### src/rtl/jts16_rom_pkg.sv
// Shared definitions for the System 16 graphics ROM responder: slot indices,
// arbiter state encoding and the SDRAM word-address helper.
package jts16_rom_pkg;

  localparam int CHAR  = 0;
  localparam int SCR1  = 1;
  localparam int SCR2  = 2;
  localparam int MAP1  = 3;
  localparam int MAP2  = 4;
  localparam int NSLOT = 5;

  typedef enum logic [1:0] {
    IDLE,
    REQ,
    WAIT
  } state_t;

  // Region offset plus a doubled word index; the sum wraps at 22 bits.
  function automatic logic [21:0] word_addr(input logic [21:0] offset,
                                            input logic [20:0] idx);
    return offset + {idx, 1'b0};
  endfunction

endpackage

### src/rtl/jts16_rom_slot.sv
// One-entry tagged cache for a single video fetch port. 16-bit ports share a
// 32-bit SDRAM read between the even and odd word of each pair.
module jts16_rom_slot
  import jts16_rom_pkg::*;
#(
  parameter  int AW   = 13,
  parameter  bit IS16 = 1'b0,
  localparam int DW   = IS16 ? 16 : 32
) (
  input  logic          clk,
  input  logic          rst_n,
  input  logic [AW-1:0] addr,
  input  logic          set_busy,
  input  logic          wr,
  input  logic [AW-1:0] wr_tag,
  input  logic [31:0]   wr_data,
  output logic          ok,
  output logic          pending,
  output logic [DW-1:0] data
);

  logic          valid_q;
  logic          busy_q;
  logic [AW-1:0] tag_q;
  logic [31:0]   buf_q;

  // NOTE: the data buffer is reset too, so every data output reads 0 out of
  // reset instead of X; it is a single word, not a memory array.
  always_ff @(posedge clk or negedge rst_n) begin
    if (!rst_n) begin
      valid_q <= 1'b0;
      busy_q  <= 1'b0;
      tag_q   <= '0;
      buf_q   <= '0;
    end else begin
      // NOTE: non-blocking assignments keep every register sampling the
      // pre-edge values, whatever order these statements appear in.
      if (set_busy) busy_q <= 1'b1;
      if (wr) begin
        valid_q <= 1'b1;
        busy_q  <= 1'b0;
        tag_q   <= wr_tag;
        buf_q   <= wr_data;
      end
    end
  end

  generate
    if (IS16) begin : g_half
      assign ok   = valid_q && (tag_q[AW-1:1] == addr[AW-1:1]);
      assign data = addr[0] ? buf_q[31:16] : buf_q[15:0];
    end else begin : g_full
      assign ok   = valid_q && (tag_q == addr);
      assign data = buf_q;
    end
  endgenerate

  assign pending = !ok && !busy_q;

endmodule

### src/rtl/jts16_gfx_rom.sv
// SDRAM-side responder for the System 16 video fetch ports: five cached slots
// sharing one SDRAM read channel through a fixed-priority arbiter.
module jts16_gfx_rom
  import jts16_rom_pkg::*;
#(
  parameter logic [21:0] CHAR_OFFSET = 22'h0,
  parameter logic [21:0] MAP1_OFFSET = 22'h0,
  parameter logic [21:0] MAP2_OFFSET = 22'h0,
  parameter logic [21:0] SCR_OFFSET  = 22'h0
) (
  input  logic        clk,
  input  logic        rst_n,
  input  logic [12:0] char_addr,
  output logic        char_ok,
  output logic [31:0] char_data,
  input  logic [14:0] map1_addr,
  output logic        map1_ok,
  output logic [15:0] map1_data,
  input  logic [14:0] map2_addr,
  output logic        map2_ok,
  output logic [15:0] map2_data,
  input  logic [16:0] scr1_addr,
  output logic        scr1_ok,
  output logic [31:0] scr1_data,
  input  logic [16:0] scr2_addr,
  output logic        scr2_ok,
  output logic [31:0] scr2_data,
  output logic        sdram_req,
  output logic [21:0] sdram_addr,
  input  logic        sdram_ack,
  input  logic        sdram_rdy,
  input  logic [31:0] sdram_data
);

  state_t            state_q, state_d;
  logic [NSLOT-1:0]  pending, set_busy, wr;
  logic [21:0]       req_addr [NSLOT];
  logic [16:0]       req_tag  [NSLOT];
  logic [2:0]        win_idx, win_q;
  logic [21:0]       win_addr;
  logic [16:0]       win_tag, tag_q;
  logic              grant;

  // Map ports fetch the aligned pair, so address bit 0 is dropped here.
  assign req_addr[CHAR] = word_addr(CHAR_OFFSET, {8'd0, char_addr});
  assign req_addr[SCR1] = word_addr(SCR_OFFSET,  {4'd0, scr1_addr});
  assign req_addr[SCR2] = word_addr(SCR_OFFSET,  {4'd0, scr2_addr});
  assign req_addr[MAP1] = word_addr(MAP1_OFFSET, {7'd0, map1_addr[14:1]});
  assign req_addr[MAP2] = word_addr(MAP2_OFFSET, {7'd0, map2_addr[14:1]});

  assign req_tag[CHAR] = {4'd0, char_addr};
  assign req_tag[SCR1] = scr1_addr;
  assign req_tag[SCR2] = scr2_addr;
  assign req_tag[MAP1] = {2'd0, map1_addr};
  assign req_tag[MAP2] = {2'd0, map2_addr};

  // Scanning from the lowest priority up lets the highest pending slot win.
  always_comb begin
    // NOTE: defaults first, so no path through this block leaves a variable
    // unassigned and no latch is inferred.
    win_idx  = '0;
    win_addr = '0;
    win_tag  = '0;
    for (int i = NSLOT - 1; i >= 0; i--) begin
      if (pending[i]) begin
        win_idx  = 3'(i);
        win_addr = req_addr[i];
        win_tag  = req_tag[i];
      end
    end
  end

  assign grant = (state_q == IDLE) && (|pending);

  always_comb begin
    state_d = state_q;
    case (state_q)
      IDLE:    if (|pending) state_d = REQ;
      REQ:     if (sdram_ack) state_d = WAIT;
      WAIT:    if (sdram_rdy) state_d = IDLE;
      default: state_d = IDLE;
    endcase
  end

  always_ff @(posedge clk or negedge rst_n) begin
    if (!rst_n) begin
      state_q    <= IDLE;
      win_q      <= '0;
      tag_q      <= '0;
      sdram_addr <= '0;
    end else begin
      state_q <= state_d;
      if (grant) begin
        win_q      <= win_idx;
        tag_q      <= win_tag;
        sdram_addr <= win_addr;
      end
    end
  end

  assign sdram_req = (state_q == REQ);
  assign set_busy  = grant ? (NSLOT'(1) << win_idx) : '0;
  assign wr        = ((state_q == WAIT) && sdram_rdy) ? (NSLOT'(1) << win_q) : '0;

  jts16_rom_slot #(.AW(13), .IS16(1'b0)) u_char (
    .clk, .rst_n, .addr(char_addr), .set_busy(set_busy[CHAR]), .wr(wr[CHAR]),
    .wr_tag(tag_q[12:0]), .wr_data(sdram_data), .ok(char_ok),
    .pending(pending[CHAR]), .data(char_data)
  );

  jts16_rom_slot #(.AW(17), .IS16(1'b0)) u_scr1 (
    .clk, .rst_n, .addr(scr1_addr), .set_busy(set_busy[SCR1]), .wr(wr[SCR1]),
    .wr_tag(tag_q), .wr_data(sdram_data), .ok(scr1_ok),
    .pending(pending[SCR1]), .data(scr1_data)
  );

  jts16_rom_slot #(.AW(17), .IS16(1'b0)) u_scr2 (
    .clk, .rst_n, .addr(scr2_addr), .set_busy(set_busy[SCR2]), .wr(wr[SCR2]),
    .wr_tag(tag_q), .wr_data(sdram_data), .ok(scr2_ok),
    .pending(pending[SCR2]), .data(scr2_data)
  );

  jts16_rom_slot #(.AW(15), .IS16(1'b1)) u_map1 (
    .clk, .rst_n, .addr(map1_addr), .set_busy(set_busy[MAP1]), .wr(wr[MAP1]),
    .wr_tag(tag_q[14:0]), .wr_data(sdram_data), .ok(map1_ok),
    .pending(pending[MAP1]), .data(map1_data)
  );

  jts16_rom_slot #(.AW(15), .IS16(1'b1)) u_map2 (
    .clk, .rst_n, .addr(map2_addr), .set_busy(set_busy[MAP2]), .wr(wr[MAP2]),
    .wr_tag(tag_q[14:0]), .wr_data(sdram_data), .ok(map2_ok),
    .pending(pending[MAP2]), .data(map2_data)
  );

endmodule
### config.mk
export PLATFORM = sky130hd
export DESIGN_NAME = jts16_gfx_rom
export DESIGN_NICKNAME = d
export VERILOG_FILES = /design/src/rtl/jts16_rom_pkg.sv /design/src/rtl/jts16_rom_slot.sv /design/src/rtl/jts16_gfx_rom.sv
export SDC_FILE = /design/constraint.sdc
export NUM_CORES = 1
export LEC_CHECK = 0
export ABC_AREA = 0
export CAP_MARGIN = 40
export CELL_PAD_IN_SITES_DETAIL_PLACEMENT = 1
export CELL_PAD_IN_SITES_GLOBAL_PLACEMENT = 2
export CORE_ASPECT_RATIO = 1.75
export CORE_MARGIN = 2
export CORE_UTILIZATION = 36
export DETAILED_ROUTE_END_ITERATION = 8
export GPL_ROUTABILITY_DRIVEN = 0
export PLACE_DENSITY_LB_ADDON = 0.12
export SLEW_MARGIN = 20
export SYNTH_ARGS = -nofsm -noshare
export SYNTH_HDL_FRONTEND = slang
export SYNTH_SLANG_ARGS = --single-unit
export TNS_END_PERCENT = 10
### constraint.sdc
create_clock -name clk -period 5.6 [get_ports clk]
set_clock_uncertainty 0.15 [all_clocks]
set_input_delay 1.12 -clock clk [delete_from_list [all_inputs] [get_ports clk]]
set_output_delay 1.12 -clock clk [all_outputs]
set_load 0.02 [all_outputs]
Yosys cells after proc, flatten, opt, wreduce, memory -nomap -nowiden

Index checks and enable logic that the tools add are counted.

Input port bits: 113
Output and inout port bits: 156
Register bits after elaboration: 291
Word-level logic and storage cells: 99

Shifts and indexed selects: 2
Mux-type cells: 33
Equality and inequality tests: 10
Reduce and logical (&&, ||, !) cells: 30

Operators by type and width:

| operator              | count |
|---|---|
| $mux W22              | 4 |
| $mux W17              | 4 |
| $eq A17 B17 Y1        | 2 |
| $mux W16              | 2 |
| $mux W15              | 2 |
| $eq A14 B14 Y1        | 2 |
| $mux W3               | 5 |
| $eq A13 B13 Y1        | 1 |
| $logic_and A1 B1 Y1   | 12 |
| $logic_not A1 Y1      | 10 |
| $mux W1               | 10 |
| $mux W5               | 2 |
| $reduce_bool A2 Y1    | 5 |
| $shl A1 B3 Y5 const A | 2 |
| $mux W2               | 3 |
| $pmux W2 S3           | 1 |
| $reduce_or A5 Y1      | 1 |
| $ne A2 B1 Y1 const B  | 2 |
| $reduce_and A3 Y1     | 1 |
| $eq A2 B1 Y1 const B  | 1 |
| $eq A2 B2 Y1 const B  | 1 |
| $logic_not A2 Y1      | 1 |
| $ne A2 B2 Y1 const B  | 1 |

Longest topological paths before layout

Gate-level depths: netlist (run 1).

Word-level depth: 13
Mapped depth: 10
Depth with buffers taken out: 8

Modules after synthesis

From an unflattened synthesis (run 1), not the netlist that was laid out.

Cell total of the unflattened synthesis: 931
Area total of the unflattened synthesis: 12522.0 µm²

By module, submodules not included:

| module                       | area an instance (µm²) | times used | sequential area each (µm²) | cells an instance |
|---|---|---|---|---|
| jts16_rom_slot at u_map1 ... | 2128.3                 | 2          | 1201.2                     | 140 |
| jts16_rom_slot at u_scr1 ... | 2092.0                 | 2          | 1276.2                     | 133 |
| jts16_gfx_rom                | 2188.3                 | 1          | 925.9                      | 266 |
| jts16_rom_slot at u_char     | 1893.1                 | 1          | 1176.1                     | 119 |

Least setup slack after synthesis (run 1)

OpenSTA, ideal clock, no wires.

Path kind: input -> register
Start point: in map2_addr[14]
End point: reg u_scr2.busy_q
Slack: 2.150 ns
Data arrival time: 3.168 ns
Cell stages on the path: 9
Cell sequence: xnor2_1 -> nand3_1 -> nor4_2 -> o22ai_1 -> o41a_1 -> buf_6 -> buf_6 -> a21oi_1 -> nor2_1

Cells in the longest elaborated chain, start to end: 12
Elaborated cells between the ends (all ways): 14

Ends and longest elaborated chain:

| element                               | RTL line             | source |
|---|---|---|
| from (decl)                           | jts16_gfx_rom.sv:19  | `input logic [14:0] map2_addr,` |
| $eq A14 B14 Y1 *                      | jts16_rom_slot.sv:50 | `assign ok = valid_q && (tag_q[AW-1:1] == addr[AW-1:1]);` |
| $logic_and A1 B1 Y1 *                 | jts16_rom_slot.sv:50 |  |
| net map2_ok                           | jts16_gfx_rom.sv:20  | `output logic map2_ok,` |
| $logic_not A1 Y1 *                    | jts16_rom_slot.sv:58 | `assign pending = !ok && !busy_q;` |
| $logic_and A1 B1 Y1 *                 | jts16_rom_slot.sv:58 |  |
| $mux W3 (5 in a row)                  | jts16_gfx_rom.sv:65  | `if (pending[i]) begin` |
| $shl A1 B3 Y5                         | jts16_gfx_rom.sv:102 | `assign set_busy = grant ? (NSLOT'(1) << win_idx) : '0;` |
| $mux W5 *                             | jts16_gfx_rom.sv:102 |  |
| $reduce_bool A2 Y1 (no source line) * | n/a                  |  |
| to (signal assigned)                  | jts16_rom_slot.sv:32 | `busy_q <= 1'b0;` |
| to (signal assigned)                  | jts16_rom_slot.sv:38 | `if (set_busy) busy_q <= 1'b1;` |
| to (signal assigned)                  | jts16_rom_slot.sv:41 | `busy_q <= 1'b0;` |
| to (decl)                             | jts16_rom_slot.sv:23 | `logic busy_q;` |

Mark *: on every way through the listed nets, which the timed path passes. The rest lies on a longest branch.
A chain may end at the register's enable or synchronous reset.

Worst setup path after layout (run 1)

Start point: in char_addr[8]
End point: out char_ok

Cells in the longest elaborated chain, start to end: 2

Ends and longest elaborated chain:

| element             | RTL line             | source |
|---|---|---|
| from (decl)         | jts16_gfx_rom.sv:13  | `input logic [12:0] char_addr,` |
| $eq A13 B13 Y1      | jts16_rom_slot.sv:53 | `assign ok = valid_q && (tag_q == addr);` |
| $logic_and A1 B1 Y1 | jts16_rom_slot.sv:53 |  |
| to (decl)           | jts16_gfx_rom.sv:14  | `output logic char_ok,` |

No other way between the ends.

==> results of run 1 <==
[layer usage]
metal / global-route usage, % / wire [microns] / vias to the layer above
met4: 8.79 / 1550 / 0
met2: 45.9 / 23900 / 226
met1: 24.6 / 14800 / 4646
met5: 0 / 0 / -
met3: 4.76 / 2170 / 62
li1: - / - / 4045
[registers in the layout, indices dropped and copies added (netlist names), 17 cells and up]
| name | cells |
|---|---|
| u_scr1.tag_q | 17 |
| u_map2.buf_q | 32 |
| u_scr1.data | 32 |
| u_scr2.tag_q | 17 |
| u_scr2.data | 32 |
| u_char.data | 32 |
| u_map1.buf_q | 32 |
[logic make-up after synthesis]
| kind of cell | after synthesis | share of synthesized area, % |
|---|---|---|
| compound gates | 103 | 6.20 |
| xor+xnor | 75 | 5.28 |
| buf+inv | 65 | 2.48 |
| flops | 282 | 56.7 |
| mux | 218 | 19.7 |
| other cells | 1 | 0.0301 |
| simple gates | 270 | 9.57 |
[path summary, 6_finish.rpt]
check | from | endpoint | slack, ps
worst max register to register | u_char.tag_q[8]$_DFFE_PN0P_ | sdram_addr[3]$_DFFE_PN0P_ | 2290
worst min register to register | u_scr1.valid_q$_DFFE_PN0P_ | u_scr1.valid_q$_DFFE_PN0P_ | 320
min in group asynchronous | rst_n | u_char.valid_q$_DFFE_PN0P_ | 400
worst max-delay path | char_addr[8] | char_ok | 760
max in group asynchronous | rst_n | u_scr1.tag_q[0]$_DFFE_PN0P_ | 3720
worst min-delay path | u_scr1.valid_q$_DFFE_PN0P_ | u_scr1.valid_q$_DFFE_PN0P_ | 320
[worst max-delay path, cell delays in order]
cell,delay (ps)
clkdlybuf4s50_1,460
xnor2_1,510
nand4_1,190
nor4_2,560
clkdlybuf4s50_1,720
[stage by stage]
stage                     hold slack [ps]  cell area (sq um)  utilization [%]  setup WS [ps]
after floorplan                       275              12500                -           2150
after global placement                302              15600             45.5            749
after detailed placement              299              15600             45.7            742
after CTS                             322              16600             48.4            733
after global routing                  340              16600             48.4            679
final                                 316              16600             48.4            764
[cell usage in the layout, fill, tap and decap left out, drive strengths merged, types with 3 or more instances in the layout]
cell type	n
nand3	10
and3	4
nand2	171
o31ai	4
a21o	8
o21ai	7
nor3b	8
a22o	13
nor2	36
clkbuf	37
nor3	6
nor4	7
a22oi	5
or2	3
mux2	218
a21oi	11
dfrtp	282
nand3b	4
xnor2	55
clkinv	9
xor2	20
conb	5
a221o	4
bufinv	3
clkdlybuf4s50	262
a31oi	18
a211oi	4
buf	27
o22a	6
o22ai	9
inv	7
nand4	12
nand2b	6
[final cells by class]
cell class,instances,area share (%)
flip-flops and latches,282,42.6
clock buffers,37,4.87
inverters,6,0.151
well taps,460,3.47
clock inverters,13,0.890
repair buffers,289,17.3
multi-input cells,671,30.8
[where the power goes]
group / switching [mW] / internal (mW)
combinational: 1.73 / 1.65
clock: 0.828 / 1.15
sequential: 0.548 / 2.84
total: 3.10 / 5.64
==> flow_metrics.py, run 1 <==
metrics = {
    "clock_network": {
        "post_cts_buffers": 0,
        "clkTransAtPathRegs_ps": 70,
        "clockRootBuffer": "clkbuf_16",
        "postCtsHoldBufs": 0,
        "cts_max_level": 1,
        "clock_latency_ps": 560,
        "numCtsBuffers": 30,
        "cts-resized-gates": 0,
        "clkSinkCount": 282,
        "clockBufferDepth": 3,
        "cts_tree": "done",
    },
    "worst_setup_path": {
        "start_kind": "primary input",
        "path_max_fanout": 2,
        "worstPathArrival_ps": 3570,
        "critical_path_class": "primary input to output pin",
        "reg2reg_depth": 9,
        "end_kind": "output pin",
        "critical_path_required_ps": 4330,
    },
    "floorplanning": {
        "dieArea_sq_um": 36100,
        "rows": 90,
        "ios": 269,
        "die_y_microns": 250,
        "core_sq_um": 34200,
        "dieWidth_microns": 145,
        "start_util_pct": 36.4,
    },
    "run_status": {
        "outcome": "finished clean",
    },
    "grt": {
        "grt_pass1_wl_microns": 63200,
        "grt_max_degree": 102,
        "antenna_found_initial": 0,
        "first_global_vias": 10000,
        "overflow": 0,
        "grt_usage_pct": 23.8,
    },
    "finish": {
        "n_antenna_cell": 0,
        "regArea_sq_um": 7060,
        "instances_no_fill": 1758,
        "nets": 1393,
        "area_growth_pct": 33.3,
        "multi_input_area_sq_um": 5100,
        "drive_gt1_share_pct": 23.7,
        "fillers": 3634,
    },
    "route": {
        "detail_route.wirelength_microns": 42400,
        "viasPerCell": 5.11,
        "dr.pass1.iters": 4,
        "drc": 0,
        "wl_per_cell_microns": 24.1,
        "ant_nets": 0,
        "dr.first_iter.drc_count": 259,
        "num_vias": 8979,
    },
    "worst_hold_path": {
        "hold_class": "flop to flop",
        "holdPathStages": 1,
    },
    "logic_synthesis": {
        "synth_top_flop_cell": "dfrtp_1",
        "yosysMostFrequentCell": "dfrtp_1",
        "syn_area_per_cell_sq_um": 12.3,
        "synth_edf_count": 0,
        "ys_top_cells_by_area": "dfrtp_1 57%, mux2_2 20%, nand2_1 5.2%",
        "synth_cells": 1014,
        "synth_area_sq_um": 12400,
        "synth.largest_area_cell": "dfrtp_1",
        "async_flop_share_pct": 100,
        "netlist.area_leader.share_pct": 56.7,
        "ys_ff_latch": 282,
        "seq_area_frac_synth_pct": 56.7,
        "synth_commonest_cells": "282 x dfrtp_1, 218 x mux2_2, 171 x nand2_1, 55 x xnor2_1, 36 x clkbuf_1",
        "yosysUniqueCellTypes": 52,
        "synth_warnings": 0,
    },
    "placement": {
        "numPortBuffers": 263,
        "dp_cells": 1708,
        "hpwl_microns": 31000,
    },
    "power": {
        "powerDensity_nw_per_um2": 527,
        "leakage_nw": 7.62,
        "total_power_mw": 8.75,
        "vdd_ir_drop_max_v": 0.000324,
    },
    "timing": {
        "drv_slew": 0,
        "finalSetupViolCount": 0,
        "finalHoldViolations": 0,
        "layout_min_cycle_time_ps": 4840,
        "worst_pin_slew_ps": 854,
        "maxSlewHeadroom_pct": 43.1,
        "fmax_ghz": 0.207,
        "fin_crit_sh_pct": 86.4,
        "setup_tns_ps": 0,
        "rsz0062_at_grt": "false",
    },
    "run": {
        "cap_violations": 0,
    },
}
Note: power is estimated with default switching activity, not from simulation.
==> run 2, diff against run 1 <==
--- a/config.mk
+++ b/config.mk
@@ -10,7 +10,7 @@
 export CELL_PAD_IN_SITES_DETAIL_PLACEMENT = 1
 export CELL_PAD_IN_SITES_GLOBAL_PLACEMENT = 2
 export CORE_ASPECT_RATIO = 1.75
-export CORE_MARGIN = 2
+export CORE_MARGIN = 1.5
 export CORE_UTILIZATION = 36
 export DETAILED_ROUTE_END_ITERATION = 8
 export GPL_ROUTABILITY_DRIVEN = 0
==> flow_metrics.py, run 2 (synthesis results as in run 1) <==
metrics = {
    "timing": {
        "worst_pin_slew_ps": 829,
        "rsz0062_at_grt": "false",
        "finalSetupViolCount": 0,
        "fmax_ghz": 0.209,
        "drv_slew": 0,
        "finalHoldViolations": 0,
        "fin_crit_sh_pct": 85.3,
        "layout_min_cycle_time_ps": 4780,
        "maxSlewHeadroom_pct": 44.7,
        "holdWs_ps": 322,
        "setup_tns_ps": 0,
    },
    "clock_network": {
        "cts-resized-gates": 0,
        "clockBufferDepth": 3,
        "clock_latency_ps": 550,
        "cts_tree": "done",
        "clockRootBuffer": "clkbuf_16",
        "numCtsBuffers": 28,
        "postCtsHoldBufs": 0,
        "clkTransAtPathRegs_ps": 70,
        "clkSinkCount": 282,
        "post_cts_buffers": 0,
        "cts_max_level": 1,
    },
    "route": {
        "viasPerCell": 5.08,
        "dr.pass1.iters": 6,
        "detail_route.wirelength_microns": 41700,
        "wl_per_cell_microns": 23.8,
        "dr.first_iter.drc_count": 346,
        "ant_nets": 0,
        "num_vias": 8907,
        "drc": 0,
    },
    "worst_setup_path": {
        "critical_path_class": "primary input to output pin",
        "end_kind": "output pin",
        "start_kind": "primary input",
        "path_max_fanout": 3,
        "worstPathArrival_ps": 3510,
        "critical_path_required_ps": 4330,
    },
    "placement": {
        "hpwl_microns": 30600,
        "numPortBuffers": 263,
        "placedInstanceArea_sq_um": 15600,
    },
    "floorplanning": {
        "dieArea_sq_um": 35700,
        "start_util_pct": 36.8,
        "dieWidth_microns": 144,
        "rows": 89,
        "die_y_microns": 249,
        "ios": 269,
        "core_sq_um": 33900,
    },
    "worst_hold_path": {
        "hold_class": "flop to flop",
    },
    "finish": {
        "n_antenna_cell": 0,
        "design_area_sq_um": 16600,
        "nets": 1391,
        "drive_gt1_share_pct": 24.0,
        "mostFrequentLayoutCells": "282 x dfrtp_1, 262 x clkdlybuf4s50_1, 218 x mux2_2",
        "fillers": 3573,
        "regArea_sq_um": 7060,
        "layout_commonest_cell": "dfrtp_1",
        "area_growth_pct": 33.4,
        "multi_input_area_sq_um": 5100,
    },
    "grt": {
        "grt_pass1_wl_microns": 62200,
        "grt_usage_pct": 23.6,
        "overflow": 0,
        "antenna_found_initial": 0,
        "grt_max_degree": 109,
        "first_global_vias": 10000,
    },
    "run_status": {
        "outcome": "finished clean",
    },
    "run": {
        "cap_violations": 0,
    },
    "power": {
        "powerDensity_nw_per_um2": 529,
        "total_power_mw": 8.79,
        "vdd_ir_drop_max_v": 0.000300,
        "leakage_nw": 7.63,
    },
}
==> run 2: cell types whose count changed in the layout (fill, tap and decap cells not counted), sizes merged <==
cell / delta
clkinvlp: +2
inv: -1
bufinv: +1
clkinv: +1
clkbuf: -1
==> run 2: worst paths after layout <==
check	slack, ps	cells past startpoint	from	endpoint
setup / recovery	820	6	scr2_addr[8]	scr2_ok
hold / removal	320	1	u_map1.valid_q$_DFFE_PN0P_	u_map1.valid_q$_DFFE_PN0P_
setup reg to reg	2320	8	u_scr2.tag_q[8]$_DFFE_PN0P_	tag_q[15]$_DFFE_PN0P_
hold reg to reg	320	1	u_map1.valid_q$_DFFE_PN0P_	u_map1.valid_q$_DFFE_PN0P_
max in group asynchronous	3730	2	rst_n	u_map1.tag_q[4]$_DFFE_PN0P_
min in group asynchronous	400	1	rst_n	u_char.valid_q$_DFFE_PN0P_
==> run 2: worst max-delay path, cell delays in order <==
cell,delay [ps]
clkdlybuf4s50_1,440
xor2_1,210
nor4_1,630
nand3_1,230
nor2_1,220
clkdlybuf4s50_1,640
==> run 2: report_power, final <==
| group | internal (mW) | switching (mW) | leakage [nW] |
|---|---|---|---|
| clock network | 1.19 | 0.824 | 0.492 |
| logic | 1.65 | 1.73 | 3.45 |
| registers | 2.84 | 0.548 | 3.70 |
==> run 2: metal layers <==
layer | wire length, microns | track usage [%]
met2 | 23300 | 45.2
met1 | 14700 | 24.3
met4 | 1620 | 9.45
met3 | 2090 | 4.58
met5 | 0 | 0
==> run 2: layout make-up <==
cell class / instances / share of cell area [%]
clock buffer: 36 / 4.83
inverter: 6 / 0.136
tap: 455 / 3.43
timing repair buffer: 289 / 17.3
clock inverter: 16 / 1.12
multi-input combinational: 671 / 30.7
sequential: 282 / 42.5
==> run 2: through the flow <==
| stage | std cells | setup WS (ps) | utilization (%) |
|---|---|---|---|
| floorplan | 1018 | 2150 | - |
| global placement | 1701 | 676 | 46.0 |
| detailed placement | 1703 | 715 | 46.1 |
| CTS | 1755 | 704 | 49.1 |
| global route | 1755 | 732 | 49.1 |
| finish | 1755 | 823 | 49.1 |
==> run 3, diff against run 2 <==
--- a/config.mk
+++ b/config.mk
@@ -11,7 +11,7 @@
 export CELL_PAD_IN_SITES_GLOBAL_PLACEMENT = 2
 export CORE_ASPECT_RATIO = 1.75
 export CORE_MARGIN = 1.5
-export CORE_UTILIZATION = 36
+export CORE_UTILIZATION = 34
 export DETAILED_ROUTE_END_ITERATION = 8
 export GPL_ROUTABILITY_DRIVEN = 0
 export PLACE_DENSITY_LB_ADDON = 0.12
==> constraint.sdc (replaced) <==
create_clock -name clk -period 5.18 [get_ports clk]
set_clock_uncertainty 0.15 [all_clocks]
set_input_delay 1.036 -clock clk [delete_from_list [all_inputs] [get_ports clk]]
set_output_delay 1.036 -clock clk [all_outputs]
set_load 0.02 [all_outputs]
==> flow_metrics.py, run 3 (synthesis results as in run 1) <==
metrics = {
    "timing": {
        "layout_min_cycle_time_ps": 4940,
        "maxSlewHeadroom_pct": 37.5,
        "finalHoldViolations": 0,
        "fin_crit_sh_pct": 95.3,
        "setup_slack_ps": 244,
        "fmax_ghz": 0.203,
        "rsz0062_at_grt": "false",
        "drv_slew": 0,
        "finalSetupViolCount": 0,
        "worst_pin_slew_ps": 937,
        "holdWs_ps": 320,
        "setup_tns_ps": 0,
    },
    "placement": {
        "hpwl_microns": 31600,
        "placedInstanceArea_sq_um": 15700,
        "dp_cells": 1723,
        "dpl_worst_slack_ps": 257,
        "numPortBuffers": 263,
    },
    "finish": {
        "fin_util_pct": 45.9,
        "area_growth_pct": 33.0,
        "drive_gt1_share_pct": 23.4,
        "nets": 1398,
        "design_area_sq_um": 16500,
        "mostFrequentLayoutCells": "282 x dfrtp_1, 262 x clkdlybuf4s50_1, 218 x mux2_2",
        "layout_commonest_cell": "dfrtp_1",
        "fillers": 3824,
        "instances_no_fill": 1771,
        "n_antenna_cell": 0,
    },
    "floorplanning": {
        "dieArea_sq_um": 37800,
        "rows": 92,
        "start_util_pct": 34.5,
        "core_sq_um": 36000,
        "die_y_microns": 256,
        "dieWidth_microns": 148,
        "ios": 269,
    },
    "worst_setup_path": {
        "end_kind": "output pin",
        "cpMostUsedCell": "clkdlybuf4s50_1",
        "critical_path_required_ps": 3990,
        "critical_path_class": "primary input to output pin",
        "critPathSlowestCell": "nor3_1",
        "start_kind": "primary input",
        "path_max_fanout": 3,
        "crit_chain": "clkdlybuf4s50_1 > xnor2_1 > nand4_1 > nor3_1 > and2_1 > clkdlybuf4s50_1",
        "slowest_delay_ps": 800,
        "worstPathArrival_ps": 3750,
    },
    "route": {
        "detail_route.wirelength_microns": 42500,
        "drc": 0,
        "ant_nets": 0,
        "wl_per_cell_microns": 24.0,
        "dr.first_iter.drc_count": 258,
        "viasPerCell": 5.05,
        "dr.pass1.iters": 4,
        "num_vias": 8945,
    },
    "power": {
        "vdd_ir_drop_max_v": 0.000298,
        "p_sw_share_pct": 35.6,
        "p_sw_mw": 3.32,
        "internal_power_mw": 6.01,
        "pwr-share-seq_pct": 39.3,
        "clkPwrFrac_pct": 21.5,
        "p_comb_share_pct": 39.3,
        "leakage_nw": 7.60,
        "powerDensity_nw_per_um2": 564,
        "total_power_mw": 9.33,
    },
    "grt": {
        "grt_max_degree": 110,
        "first_global_vias": 10100,
        "grt_usage_pct": 22.8,
        "antenna_found_initial": 0,
        "overflow": 0,
        "grt_pass1_wl_microns": 64300,
    },
    "worst_hold_path": {
        "hold_class": "flop to flop",
    },
    "run_status": {
        "outcome": "finished clean",
    },
    "clock_network": {
        "cts_tree": "done",
        "numCtsBuffers": 29,
        "post_cts_buffers": 0,
        "clockBufferDepth": 3,
        "clkSinkCount": 282,
        "cts-resized-gates": 0,
        "clockRootBuffer": "clkbuf_16",
        "postCtsHoldBufs": 0,
        "cts_max_level": 1,
        "clkTransAtPathRegs_ps": 60,
        "clock_latency_ps": 560,
    },
    "run": {
        "cap_violations": 0,
    },
}
[run 3: worst max-delay path: cells and delay by family]
family,cells,cell delay [ps]
AND/OR/NAND/NOR,3,1400
XOR/XNOR,1,240
buffers and inverters,2,1080
[run 3: metal layers]
metal | wire (microns) | track usage, % | part of all wire (%) | vias up
met3 | 2180 | 4.24 | 5.1 | 73
met5 | 0 | 0 | 0 | -
li1 | - | - | - | 4039
met4 | 1840 | 9.75 | 4.3 | 0
met1 | 14700 | 23.4 | 35 | 4586
met2 | 23800 | 44.0 | 56 | 247
[run 3: worst paths after layout]
| check | startpoint | endpoint | slack, ps | cells past startpoint |
|---|---|---|---|---|
| setup / recovery | scr1_addr[0] | scr1_ok | 240 | 6 |
| hold / removal | u_char.valid_q$_DFFE_PN0P_ | u_char.valid_q$_DFFE_PN0P_ | 320 | 1 |
| setup reg to reg | u_scr1.tag_q[0]$_DFFE_PN0P_ | tag_q[7]$_DFFE_PN0P_ | 1640 | 9 |
| hold reg to reg | u_char.valid_q$_DFFE_PN0P_ | u_char.valid_q$_DFFE_PN0P_ | 320 | 1 |
| max in group asynchronous | rst_n | u_scr1.tag_q[9]$_DFFE_PN0P_ | 3300 | 2 |
| min in group asynchronous | rst_n | u_scr1.valid_q$_DFFE_PN0P_ | 330 | 1 |
[run 3: power by group through the flow]
stage / registers (mW) / logic [mW] / clock network (mW)
2_1_floorplan: 3.95 / 1.64 / 0
5_1_grt: 3.79 / 3.93 / 2.14
3_3_place_gp: 3.67 / 3.65 / 0
3_5_place_dp: 3.71 / 3.71 / 0
6_report: 3.66 / 3.66 / 2.00
4_1_cts: 3.67 / 3.73 / 2.08
[run 3: final cells by class]
type                    count  area [sq um]  area share (%)
clock buffers              44           832            5.03
multi-input cells         671          5100            30.9
well taps                 470           588            3.55
repair buffers            295          2900            17.5
flip-flops and latches    282          7060            42.6
inverters                   6          22.5           0.136
clock inverters             3          40.0           0.242
